--- config.mk ---
export PLATFORM = sky130hd
export DESIGN_NAME = serial_tc_unit
export DESIGN_NICKNAME = d
export VERILOG_FILES = /design/src/rtl/serial_tc_pkg.sv /design/src/rtl/serial_tc_neg.sv /design/src/rtl/serial_tc_unit.sv
export SDC_FILE = /design/constraint.sdc
export NUM_CORES = 1
export LEC_CHECK = 0
export ABC_AREA = 0
export BUFFER_PORTS_ARGS = -buffer_cell sky130_fd_sc_hd__buf_2
export CORE_MARGIN = 4
export CORE_UTILIZATION = 35
export DETAILED_ROUTE_END_ITERATION = 8
export PLACE_DENSITY = 0.55
export SLEW_MARGIN = 40
export SYNTH_ARGS = -nofsm -noshare
export SYNTH_HDL_FRONTEND = slang
export SYNTH_HIERARCHICAL = 1
export SYNTH_SLANG_ARGS = --single-unit
--- constraint.sdc ---
create_clock -name t_clk -period 2.22 [get_ports t_clk]
set_clock_uncertainty 0.2 [all_clocks]
set_input_delay 0 -clock t_clk [delete_from_list [all_inputs] [get_ports t_clk]]
set_output_delay 0 -clock t_clk [all_outputs]
set_load 0.01 [all_outputs]
--- src/rtl/serial_tc_pkg.sv ---
// serial_tc_pkg: mode encodings, output sequencer states and the negate decision
// shared by the serial two's-complement unit.
package serial_tc_pkg;

  localparam logic [1:0] MODE_PASS = 2'b00;
  localparam logic [1:0] MODE_NEG  = 2'b01;
  localparam logic [1:0] MODE_ABS  = 2'b10;

  typedef enum logic {
    OUT_IDLE = 1'b0,
    OUT_BUSY = 1'b1
  } out_state_t;

  // The reserved encoding 2'b11 falls through to pass-through behaviour.
  function automatic logic calc_negate(input logic [1:0] op, input logic msb);
    logic neg;
    case (op)
      MODE_PASS: neg = 1'b0;
      MODE_NEG:  neg = 1'b1;
      MODE_ABS:  neg = msb;
      default:   neg = 1'b0;
    endcase
    return neg;
  endfunction

endpackage

--- src/rtl/serial_tc_neg.sv ---
// serial_tc_neg: bit-serial two's-complement cell. Bits pass unchanged up to and
// including the first 1 of the word, and are inverted after it when neg is set.
module serial_tc_neg (
  input  logic t_clk,
  input  logic t_rst_n,
  input  logic start,
  input  logic en,
  input  logic d,
  input  logic neg,
  output logic q
);

  logic seen_one;
  logic seen_eff;

  // The LSB beat ignores history left over from the previous word.
  assign seen_eff = seen_one & ~start;

  always_ff @(posedge t_clk or negedge t_rst_n) begin
    if (!t_rst_n) begin
      seen_one <= 1'b0;
    end else if (en) begin
      seen_one <= seen_eff | d;
    end
  end

  assign q = d ^ (neg & seen_eff);

endmodule

--- src/rtl/serial_tc_unit.sv ---
// serial_tc_unit: LSB-first serial PASS / NEGATE / ABS unit with a double-buffered word.
// Define SERIAL_TC_SAT_EN to saturate a negated most-negative word to max positive.
module serial_tc_unit #(
  parameter int W = 8
) (
  input  logic       t_clk,
  input  logic       t_rst_n,
  input  logic       i_bit,
  input  logic       i_valid,
  input  logic       i_sof,
  input  logic [1:0] mode,
  output logic       y_bit,
  output logic       y_valid,
  output logic       y_sof,
  output logic       y_ovf,
  output logic       err
);

  import serial_tc_pkg::*;

  localparam int            CW   = $clog2(W);
  localparam int            DW   = W - 1;
  localparam logic [CW-1:0] LAST = CW'(W - 1);

  // Capture side
  logic [CW-1:0] cap_cnt;
  logic [DW-1:0] cap_data;
  logic [1:0]    cap_mode;
  logic          accept;
  logic          frame_err;
  logic          transfer;
  logic [W-1:0]  word_full;
  logic          word_neg;
  logic          word_min;

  // Output side
  out_state_t    state;
  out_state_t    state_next;
  logic [W-1:0]  out_shift;
  logic [CW-1:0] out_cnt;
  logic          out_neg;
  logic          out_ovf;
  logic          busy;
  logic          out_first;
  logic          out_last;
  logic          neg_q;

  // A counter of zero means "waiting for a start of frame"; only i_sof may begin a word.
  assign accept    = i_valid & (i_sof | (cap_cnt != '0));
  assign frame_err = i_valid & i_sof & (cap_cnt != '0);
  assign transfer  = i_valid & ~i_sof & (cap_cnt == LAST);

  // The MSB is taken straight from the input so the word is complete on its own beat.
  assign word_full = {i_bit, cap_data};
  assign word_neg  = calc_negate(cap_mode, i_bit);
  assign word_min  = i_bit & (cap_data == '0);

  always_ff @(posedge t_clk or negedge t_rst_n) begin
    if (!t_rst_n) begin
      cap_cnt  <= '0;
      cap_data <= '0;
      cap_mode <= MODE_PASS;
      err      <= 1'b0;
    end else begin
      err <= frame_err;
      if (accept) begin
        cap_data <= DW'({i_bit, cap_data} >> 1);
      end
      if (i_valid && i_sof) begin
        cap_cnt  <= CW'(1);
        cap_mode <= mode;
      end else if (transfer) begin
        cap_cnt <= '0;
      end else if (accept) begin
        cap_cnt <= cap_cnt + CW'(1);
      end
    end
  end

  always_ff @(posedge t_clk or negedge t_rst_n) begin
    if (!t_rst_n) begin
      state <= OUT_IDLE;
    end else begin
      state <= state_next;
    end
  end

  // A transfer on the last output beat keeps the sequencer busy, giving gapless words.
  always_comb begin
    state_next = state;
    unique case (state)
      OUT_IDLE: if (transfer) state_next = OUT_BUSY;
      OUT_BUSY: if (out_last && !transfer) state_next = OUT_IDLE;
      default:  state_next = OUT_IDLE;
    endcase
  end

  always_ff @(posedge t_clk or negedge t_rst_n) begin
    if (!t_rst_n) begin
      out_shift <= '0;
      out_cnt   <= '0;
      out_neg   <= 1'b0;
      out_ovf   <= 1'b0;
    end else if (transfer) begin
      out_shift <= word_full;
      out_cnt   <= '0;
      out_neg   <= word_neg;
      out_ovf   <= word_neg & word_min;
    end else if (busy) begin
      out_shift <= out_shift >> 1;
      out_cnt   <= out_last ? '0 : out_cnt + CW'(1);
    end
  end

  assign busy      = (state == OUT_BUSY);
  assign out_first = busy & (out_cnt == '0);
  assign out_last  = busy & (out_cnt == LAST);

  serial_tc_neg u_neg (
    .t_clk   (t_clk),
    .t_rst_n (t_rst_n),
    .start   (out_first),
    .en      (busy),
    .d       (out_shift[0]),
    .neg     (out_neg),
    .q       (neg_q)
  );

  always_comb begin
    y_valid = busy;
    y_sof   = out_first;
    y_ovf   = out_last & out_ovf;
`ifdef SERIAL_TC_SAT_EN
    y_bit   = busy & (out_ovf ? ~out_last : neg_q);
`else
    y_bit   = busy & neg_q;
`endif
  end

endmodule

# Word-level counts from Yosys, hierarchy flattened
# Cells that the tools add are included.
[totals]
regBits = 28
out_inout_bits = 5
[classes]
addsub = 2
n_eq_ne = 4
mux = 12
n_bitwise = 19
n_reduce_logical = 8
[op_table]
columns = ["op", "count"]
rows = [
  ["2-to-1 mux 3 bit", 6],
  ["2-to-1 mux 8 bit", 2],
  ["bitwise AND 1 bit", 13],
  ["logical NOT 7 bit", 1],
  ["adder 3 x 1 -> 3 bit, second input constant", 2],
  ["== test 3 bit, second input constant", 2],
  ["nonzero test 3 bit", 2],
  ["case mux 1 bit (2 select lines)", 2],
  ["logical NOT 3 bit", 1],
  ["inverter 1 bit", 3],
  ["== test 2 x 1 -> 1 bit, second input constant", 1],
  ["== test 2 bit, second input constant", 1],
  ["logical AND 1 bit", 2],
  ["2-to-1 mux 1 bit", 2],
  ["OR 1 bit", 2],
  ["nonzero test 2 bit", 1],
  ["logical NOT 1 bit", 1],
  ["bitwise XOR 1 bit", 1],
]

# Logic depth before layout (Yosys ltp)
# Gate-level depths: netlist (run 1).
[depth]
depth_word = 7
mapped_depth = 6
mapped_depth_nobuf = 6

# Hierarchy
# Netlist (run 1), hierarchy kept.
[by_module_without_submodules]
columns = ["module", "instances", "cells_each", "area_per_inst_um2", "seq_area_each_um2"]
rows = [
  ["serial_tc_unit", 1, 121, 1365.1, 675.6],
  ["serial_tc_neg", 1, 5, 73.8, 25.0],
]

# Worst setup path after synthesis (run 1)
# OpenSTA, ideal clock, no wires.
[synth_timing]
kind = "reg-to-reg"
start = "register cap_cnt[0]"
end = "register cap_cnt[1]"
setup_ns = 0.104
t_arrival_ns = 1.367
slack_ns = 0.550
stages_incl_launch_ff = 5
path_cell_list = "dfrtp_1 ha_1 ha_1 or4_1 o311ai_1"
[synth_via]
elab_chain_cells = 4
[synth_rtl]
columns = ["element", "line_no", "source"]
rows = [
  ["start: declaration", "serial_tc_unit.sv:26", "logic [CW-1:0] cap_cnt;"],
  ["start signal: assignment", "serial_tc_unit.sv:75", "cap_cnt <= cap_cnt + CW'(1);"],
  ["adder 3 x 1 -> 3 bit, or another cell as far along", "serial_tc_unit.sv:75", ""],
  ["2-to-1 mux 3 bit, or another cell as far along", "serial_tc_unit.sv:74", "end else if (accept) begin"],
  ["2-to-1 mux 3 bit / bitwise AND 1 bit (equally long branches)", "serial_tc_unit.sv:72, serial_tc_unit.sv:49", ""],
  ["2-to-1 mux 3 bit / nonzero test 3 bit (equally long branches)", "-", ""],
]
# Parallel ways exist; a longest one is shown, timed or not. The select of a mux whose other input is x is not followed.
# A chain may end at the register's enable or synchronous reset.

# Final worst setup path (run 1)
[layout_timing]
start = "register out_cnt[0]"
end = "output y_bit"
[layout_via]
elab_chain_cells = 7
[layout_rtl]
columns = ["element", "line_no", "source"]
rows = [
  ["start: declaration", "serial_tc_unit.sv:40", "logic [CW-1:0] out_cnt;"],
  ["start signal: assignment", "serial_tc_unit.sv:111", "out_cnt <= out_last ? '0 : out_cnt + CW'(1);"],
  ["logical NOT 3 bit", "serial_tc_unit.sv:116", "assign out_first = busy & (out_cnt == '0);"],
  ["bitwise AND 1 bit", "serial_tc_unit.sv:116", ""],
  ["inverter 1 bit", "serial_tc_neg.sv:17", "assign seen_eff = seen_one & ~start;"],
  ["bitwise AND 1 bit", "serial_tc_neg.sv:17", ""],
  ["bitwise AND 1 bit", "serial_tc_neg.sv:27", "assign q = d ^ (neg & seen_eff);"],
  ["bitwise XOR 1 bit", "serial_tc_neg.sv:27", ""],
  ["named net neg_q", "serial_tc_unit.sv:46", "logic neg_q;"],
  ["bitwise AND 1 bit", "serial_tc_unit.sv:136", "y_bit = busy & neg_q;"],
  ["end: declaration", "serial_tc_unit.sv:12", "output logic y_bit,"],
]
# The timed path passes the listed nets, and every way through them passes these cells.

==> results of run 1 <==
## metal layers
layer / wire [um] / vias to the layer above / part of all wire / GRT usage
met5: 0 / - / 0 / 0
met4: 69 / 0 / 0.027 / 0.06889
met3: 90 / 5 / 0.036 / 0.01801
met2: 1120 / 15 / 0.44 / 0.1658
met1: 1254 / 445 / 0.49 / 0.1583
li1: - / 464 / - / -
## power by group through the flow
stage / Combinational (mW) / Sequential (mW) / Clock, mW
after floorplan: 0.499 / 0.824 / 0
after global placement: 0.592 / 0.845 / 0
after detailed placement: 0.627 / 0.855 / 0
after CTS: 0.644 / 0.845 / 0.287
after global routing: 0.716 / 0.874 / 0.308
final: 0.632 / 0.845 / 0.273
## cells by family after synthesis
group,Yosys count
AND/OR/NAND/NOR,36
flip-flops,28
AO/OA/AOI/OAI,21
multiplexers,17
buffers and inverters,15
adder cells (fa/ha/maj),8
XOR/XNOR,1
## worst max path at each step
stage	start	to	slack, ps	depth (start not counted)
2_1_floorplan	cap_cnt[0]$_DFFE_PN0P_	cap_cnt[1]$_DFFE_PN0P_	550	4
3_3_place_gp	cap_cnt[0]$_DFFE_PN0P_	cap_cnt[1]$_DFFE_PN0P_	520	4
3_5_place_dp	cap_cnt[0]$_DFFE_PN0P_	cap_cnt[1]$_DFFE_PN0P_	420	4
4_1_cts	out_cnt[0]$_DFFE_PN0P_	y_bit	350	7
5_1_grt	out_cnt[0]$_DFFE_PN0P_	y_bit	280	7
6_report	out_cnt[0]$_DFFE_PN0P_	y_bit	370	7
## registers in the layout (all words and copies together) (netlist names)
name            flops
out_cnt             3
cap_mode            2
err                 1
y_valid             1
out_ovf             1
cap_data            7
cap_cnt             3
u_neg/seen_one      1
out_neg             1
out_shift           8
## cell usage after synthesis (all sizes together) (4+ instances only)
master / number
a21oi: 11
buf: 6
dfrtp: 28
ha: 8
inv: 8
mux2: 10
mux2i: 7
nand2: 8
nand2b: 4
nand3b: 5
nor2: 11
o21ai: 4
## final cells by class
type	count	area, um^2
fill	378	2354
clock buffer	3	41.29
inverter	9	33.78
sequential	28	700.7
tap	50	62.56
multi-input combinational	83	665.6
timing repair buffer	20	142.6
## repair_timing
| action | in CTS | in global routing |
|---|---|---|
| hold endpoints to repair | 40 | 0 |
| buffers inserted | 0 | 0 |
| hold buffers | 8 | 0 |
## critical path, stage by stage, from the launching register on
cell      delay (ps)
dfrtp_1          360
inv_1             70
ha_1             190
and3b_1          190
nand3b_4         160
xnor2_2          120
and2_1           150
buf_2            130
==> results.txt, run 1 <==
* Synthesized area per cell: 11.42 um^2
* Post-synth top area share: 0.4870
* Type of element capturing the critical path: primary output
* Wire length reported by the detailed router: 2534 um
* Worst hold margin: 71.98 ps
- Final design instance area without fill: 0.001647 mm^2
- Adding up every negative setup slack in the final design gives 0 ps.
- Largest area contributor in the synthesized netlist: dfrtp_1
- The detailed router finished its first iteration with 33 violations.
* Fin. Hold Viols: 0
- The run finished with clean final reports.
- In the layout the commonest cells are dfrtp_1 (28), nor2_1 (11), a21oi_1 (11), buf_2 (11).
- Total gr overflow: 0
- Sequential share of power: 0.483
- Once layout is complete, the utilization of the core stands at 0.4116.
- Flip-flop and latch count after synthesis: 28
- Flip-flop cell with the highest count after synthesis: dfrtp_1
- Clock root buffer: clkbuf_8
- Ratio of routed vias to standard cells: 4.813
* Path depth of the worst reg2reg path: 4
- Once placement finished, the instance area stood at 0.001525 mm^2.
- The max-slew violation total from the final report came to 0.
- Setup violations, final: 0
- The congestion estimate from routability-driven global placement came to 0.7480.
- The floorplan step set the die height to 72.12 um.
* Fraction of the mapped netlist area in compound gates: 0.1000
* Share of synthesized area spent on multiplexers: 0.1270
- The die covers 0.005201 mm^2.
- Of the total synthesized cell area, the portion taken by XOR and XNOR cells is 0.01130.
* Fraction of power consumed by combinational cells: 0.361
* Site row count: 23
- The setup path with the least slack is of type reg2out.
- Setup slack closes at 373.7 ps.
- Portion of the clock cycle consumed by the worst path in the final layout: 0.8317
- Worst-margin pin slew: 634.5 ps
- Clock-pin slew was measured on the worst setup and hold paths at 90 ps.
- Max cap viols: 0
* Required time of the worst setup path: 2020 ps
- Leakage power: 0.7986 nW
- Top area cells in the synthesized netlist: dfrtp_1 (49%), ha_1 (7.0%), mux2_1 (5.5%)
* Total of buffers placed on input and output ports: 11
- # H-tree levels: 1
* DIE WIDTH: 72.12 um
- Sequential share of the synthesized area: 0.4870
- For this design the top-level I/O count stands at 12.
- After layout, the minimum clock period comes to 1846 ps.
- Distinct cell type count of the synthesized netlist: 33
- The repair_antennas step left the layout with diodes totalling 0.
- In the final layout, the share of cells above drive strength 1 is 0.1678.
- The endpoint identified for the worst register-to-register timing path is cap_cnt[1]$_DFFE_PN0P_.
- For this run, design rule violations remaining after detail routing come to 0.
- Worst slew slack as a fraction of its limit: 0.5770
- Vias after detailed routing: 929
* Most common library cell in the layout ignoring fill and taps: dfrtp_1
- The worst setup path is launched from a flip-flop.
- Counting flops with a built-in enable in the synthesized netlist gives 0.
- Mapped Nets: 141
* GR Util All Layers: 0.1138
- TritonCTS clock tree: yes
* FF-to-FF setup slack: 390 ps
* Mapped Cells: 126
- Pin count of the biggest net entering global routing: 29
- Total power draw: 1.750 mW
- Unrepaired setup endpoints after global routing: false
* Worst Path Arrival: 1650 ps
- Dividing the detail-routed wire length by the instance count gives 13.13 um.
- # resized after CTS: 0
- After the flow finishes, the layout carries non-filler instances totaling 193.
* Antenna-violating nets left: 0
- For this run, the top clock speed supported by timing is 0.5416 GHz.
* Vias in the first global route: 947
* Area of the core: 0.004000 mm^2
* Sw frac: 0.3436
- Dominant combinational cell family by area after synthesis: simple AND/OR/NAND/NOR gates
* Reg2Reg Launch Point: cap_cnt[0]$_DFFE_PN0P_
- Clock latency on the worst-skew pair, taken at its later pin, is 280 ps.
- Of all nets on the critical path, the largest fanout is 3.
- Of the total synthesized cell area, the portion taken by full adders, half adders and majority gates is 0.06957.
* Ratio of total power to cell area: 1063 mW/mm^2
* Final net count: 160
- Worst ir drop on vdd: 0.3734 mV
- Share of async-settable or async-resettable flops after synthesis: 1.000
- In this run the power spent charging and discharging nets is 601.4 uW.
- The internal power of the cells totals 1.149 mW.
- Before antenna repair, the detailed router went through 4 iterations.
- The initial antenna violation count is 0.
- The clock drives 28 sinks.
- TritonCTS created 3 clock buffers.
- Synthesized cell area: 0.001439 mm^2
* Effective utilization at floorplan: 0.3597
- Area growth from synthesis to final layout: 14.43%
- Of the total synthesized cell area, the portion taken by AND, OR, NAND and NOR gates is 0.1548.
* Worst slack after detailed placement: 418.7 ps
- In this run the worst hold path is classified as in2async.
- Global-route wire length before repair: 4602 um
* Yosys warning count: 6
- The number of placed instances, taps included, is 182.
- No sink is reached through more buffers than the 2 on the longest clock path.
- Of the total power, the clock network draws 0.156.
- Dpl hpwl: 1789 um
(Power assumes the default switching activity.)
==> run 2: changes to the inputs <==
==> constraint.sdc (replaced) <==
create_clock -name t_clk -period 1.8 [get_ports t_clk]
set_clock_uncertainty 0.2 [all_clocks]
set_input_delay 0 -clock t_clk [delete_from_list [all_inputs] [get_ports t_clk]]
set_output_delay 0 -clock t_clk [all_outputs]
set_load 0.01 [all_outputs]
==> results.txt, run 2 (synthesis gave the netlist of run 1 again) <==
- Fin. Hold Viols: 0
* Vias in the first global route: 963
- On the critical path, the stage with the largest delay is an instance of dfrtp_1.
- Of the total power, the share spent switching nets is 0.3434.
* Worst-margin pin slew: 629.6 ps
* Count of TritonRoute iterations in the first routing pass: 4
- Ratio of total power to cell area: 1353 mW/mm^2
- DIE WIDTH: 72.12 um
* Met2 Usage GRT: 0.1587
- CP delay by family, top: simple AND/OR/NAND/NOR gates
- At the worst endpoint, the arrival time is 1610 ps.
- Entering global routing, the biggest net connects 29 pins.
- Top library cells by usage in the layout, fill and taps aside: dfrtp_1 (28), nor2_1 (11), a21oi_1 (11), buf_2 (11), nand2_1 (8)
- The share of total power dissipated in combinational logic is 0.404.
- Worst ir drop on vdd: 0.5339 mV
* Final setup margin: -12.44 ps
* Routability congestion estimate: 0.7478
- The cell sitting at the root of the clock tree is a clkbuf_8.
* Initial antenna violation count: 0
- In this run the critical register-to-register path is captured at cap_data[3]$_DFFE_PN0P_.
- Antenna-violating nets left: 0
* Max stage delay on crit path: 380 ps
* Final net count: 163
- In the routed layout, each cell is associated on average with a via count of 4.944.
- Vias after detailed routing: 969
- In the final routed layout, each cell accounts on average for 13.88 um.
- The critical path crosses 7 cells after its start point.
* Cell breakdown of the critical path: inv_2 -> ha_4 -> and3b_2 -> nand3b_4 -> xnor2_2 -> and2_1 -> buf_2
* Clock network fraction of total power: 0.144
- The internal power of the cells totals 1.531 mW.
- The worst register-to-register path begins at cap_cnt[0]$_DFFE_PN0P_.
- Counting I/O delays and the setup requirement, the final critical path takes 1812 ps.
* Critical Path Source Type: flip-flop
* Height of the die: 72.12 um
- Count of inserted antenna diode cells: 0
- After clock tree synthesis, the clock-pin slew on the worst setup and hold paths is 90 ps.
- The flow ran to the end, but the final reports show violations.
- Of all nets on the critical path, the largest fanout is 2.
* Total power draw: 2.332 mW
- Critical path type: reg2out
* Max cap viols: 0
* Dpl hpwl: 1749 um
* Global-route wire length before repair: 4471 um
* Leakage power: 0.8257 nW
- The layer flagged by global routing as most heavily used is met2.
* Effective utilization at floorplan: 0.3597
* Worst slew slack as a fraction of its limit: 0.5803
- Total of buffers placed on input and output ports: 11
- Registers with the highest flip-flop counts: out_shift x8, cap_data x7
* Path category of the worst min-delay check: in2async
- The max-slew violation total from the final report came to 0.
* Most common library cell in the layout ignoring fill and taps: dfrtp_1
- # H-tree levels: 1
- After detailed routing, the number of remaining DRC violations is 0.
- Sw power: 801.0 uW
- Crit path buf inv count: 2
- Filler cell count in the final layout: 368
- Clock insertion delay at the later pin of the skew report: 270 ps
- Area of the core: 0.004000 mm^2
* Unrepaired setup endpoints after global routing: true
- For this run the aggregate overflow at the end of global routing stands at 0.
- Portion of the clock cycle consumed by the worst path in the final layout: 1.007
* Type of element capturing the critical path: primary output
- The tree built by TritonCTS fans out to 28 sinks.
- Path depth of the worst reg2reg path: 5
* Iteration-0 DRC count of the detailed router: 38
- Setup violations remaining at the end of the flow were counted as 1.
- At the end of the flow the core is filled with cells to 0.4310.
- In the global route stage, overall resource usage came out at 0.1071.
- Register name with the most flops: out_shift
* Top achievable clock speed: 0.5517 GHz
- TritonCTS clock tree: yes
- Share of cells above drive strength 1: 0.2808
- The register with the most flip-flops in the layout has 8 of them.
- Area growth from synthesis to final layout: 19.83%
- In the global route stage, met1 resource usage came out at 0.1484.
- Clock Tree Buf Depth: 2
* Site row count: 23
* CTS Buf Count: 3
- For met3 alone, demand over resource in global routing was 0.02216.
- Required time of the worst setup path: 1600 ps
- Summed over all layers, the routed wires come to 2720 um.
* I/O pin count: 12
- The share of total power dissipated in sequential elements is 0.452.
- For flop-to-flop paths, the worst setup slack is 50 ps.
- The final reports fail on negative setup slack.
- The die covers 0.005201 mm^2.
[run 2: layout make-up]
cell class	instances	area [um^2]	share of cell area
sequential	28	700.7	0.4064
clock buffer	3	41.29	0.02395
timing repair buffer	22	152.6	0.08853
multi-input combinational	84	733.2	0.4253
inverter	9	33.78	0.01959
tap	50	62.56	0.03628
[run 2: power groups by stage]
stage	sequential, mW	combinational (mW)	clock [mW]
2_1_floorplan	1.02	0.615	0
3_3_place_gp	1.04	0.730	0
3_5_place_dp	1.05	0.767	0
4_1_cts	1.05	0.818	0.343
5_1_grt	1.09	1.06	0.373
6_report	1.05	0.943	0.335
[run 2: per-stage QoR]
stage | std cells | setup WS [ps] | setup TNS (ps) | cell area (um^2) | hold slack, ps
after global placement | 182 | 100.2 | 0 | 1525 | -146.9
final | 196 | -12.44 | -12.44 | 1724 | 76.08
after detailed placement | 182 | 0.7172 | 0 | 1525 | -142.6
after global routing | 196 | -84.92 | -85.09 | 1724 | 136.3
after floorplan | 126 | 129.7 | 0 | 1439 | -495.6
after CTS | 193 | -10.30 | -10.30 | 1647 | 107.2
[run 2: worst max-delay path by stage]
stage / start / endpoint
after floorplan: cap_cnt[0]$_DFFE_PN0P_ / cap_cnt[1]$_DFFE_PN0P_
after global placement: cap_cnt[0]$_DFFE_PN0P_ / cap_cnt[1]$_DFFE_PN0P_
after detailed placement: cap_cnt[0]$_DFFE_PN0P_ / cap_cnt[1]$_DFFE_PN0P_
after CTS: out_cnt[0]$_DFFE_PN0P_ / y_bit
after global routing: out_cnt[0]$_DFFE_PN0P_ / y_bit
final: out_cnt[1]$_DFFE_PN0P_ / y_bit
[run 2: layer usage]
metal | vias up | wire length [um] | part of all wire
met5 | - | 0 | 0
met4 | 0 | 48 | 0.018
met3 | 5 | 125 | 0.046
met2 | 25 | 1215 | 0.45
met1 | 467 | 1331 | 0.49
li1 | 472 | - | -
[run 2: timing repair]
item | in CTS | in global routing
endpoints found under the hold margin | 40 | 0
endpoints found under the setup margin | 2 | 9
hold buffers | 6 | 0
pin swaps | 0 | 3
gates resized for setup | 4 | 11
buffers inserted | 2 | 2
cloned | 0 | 1
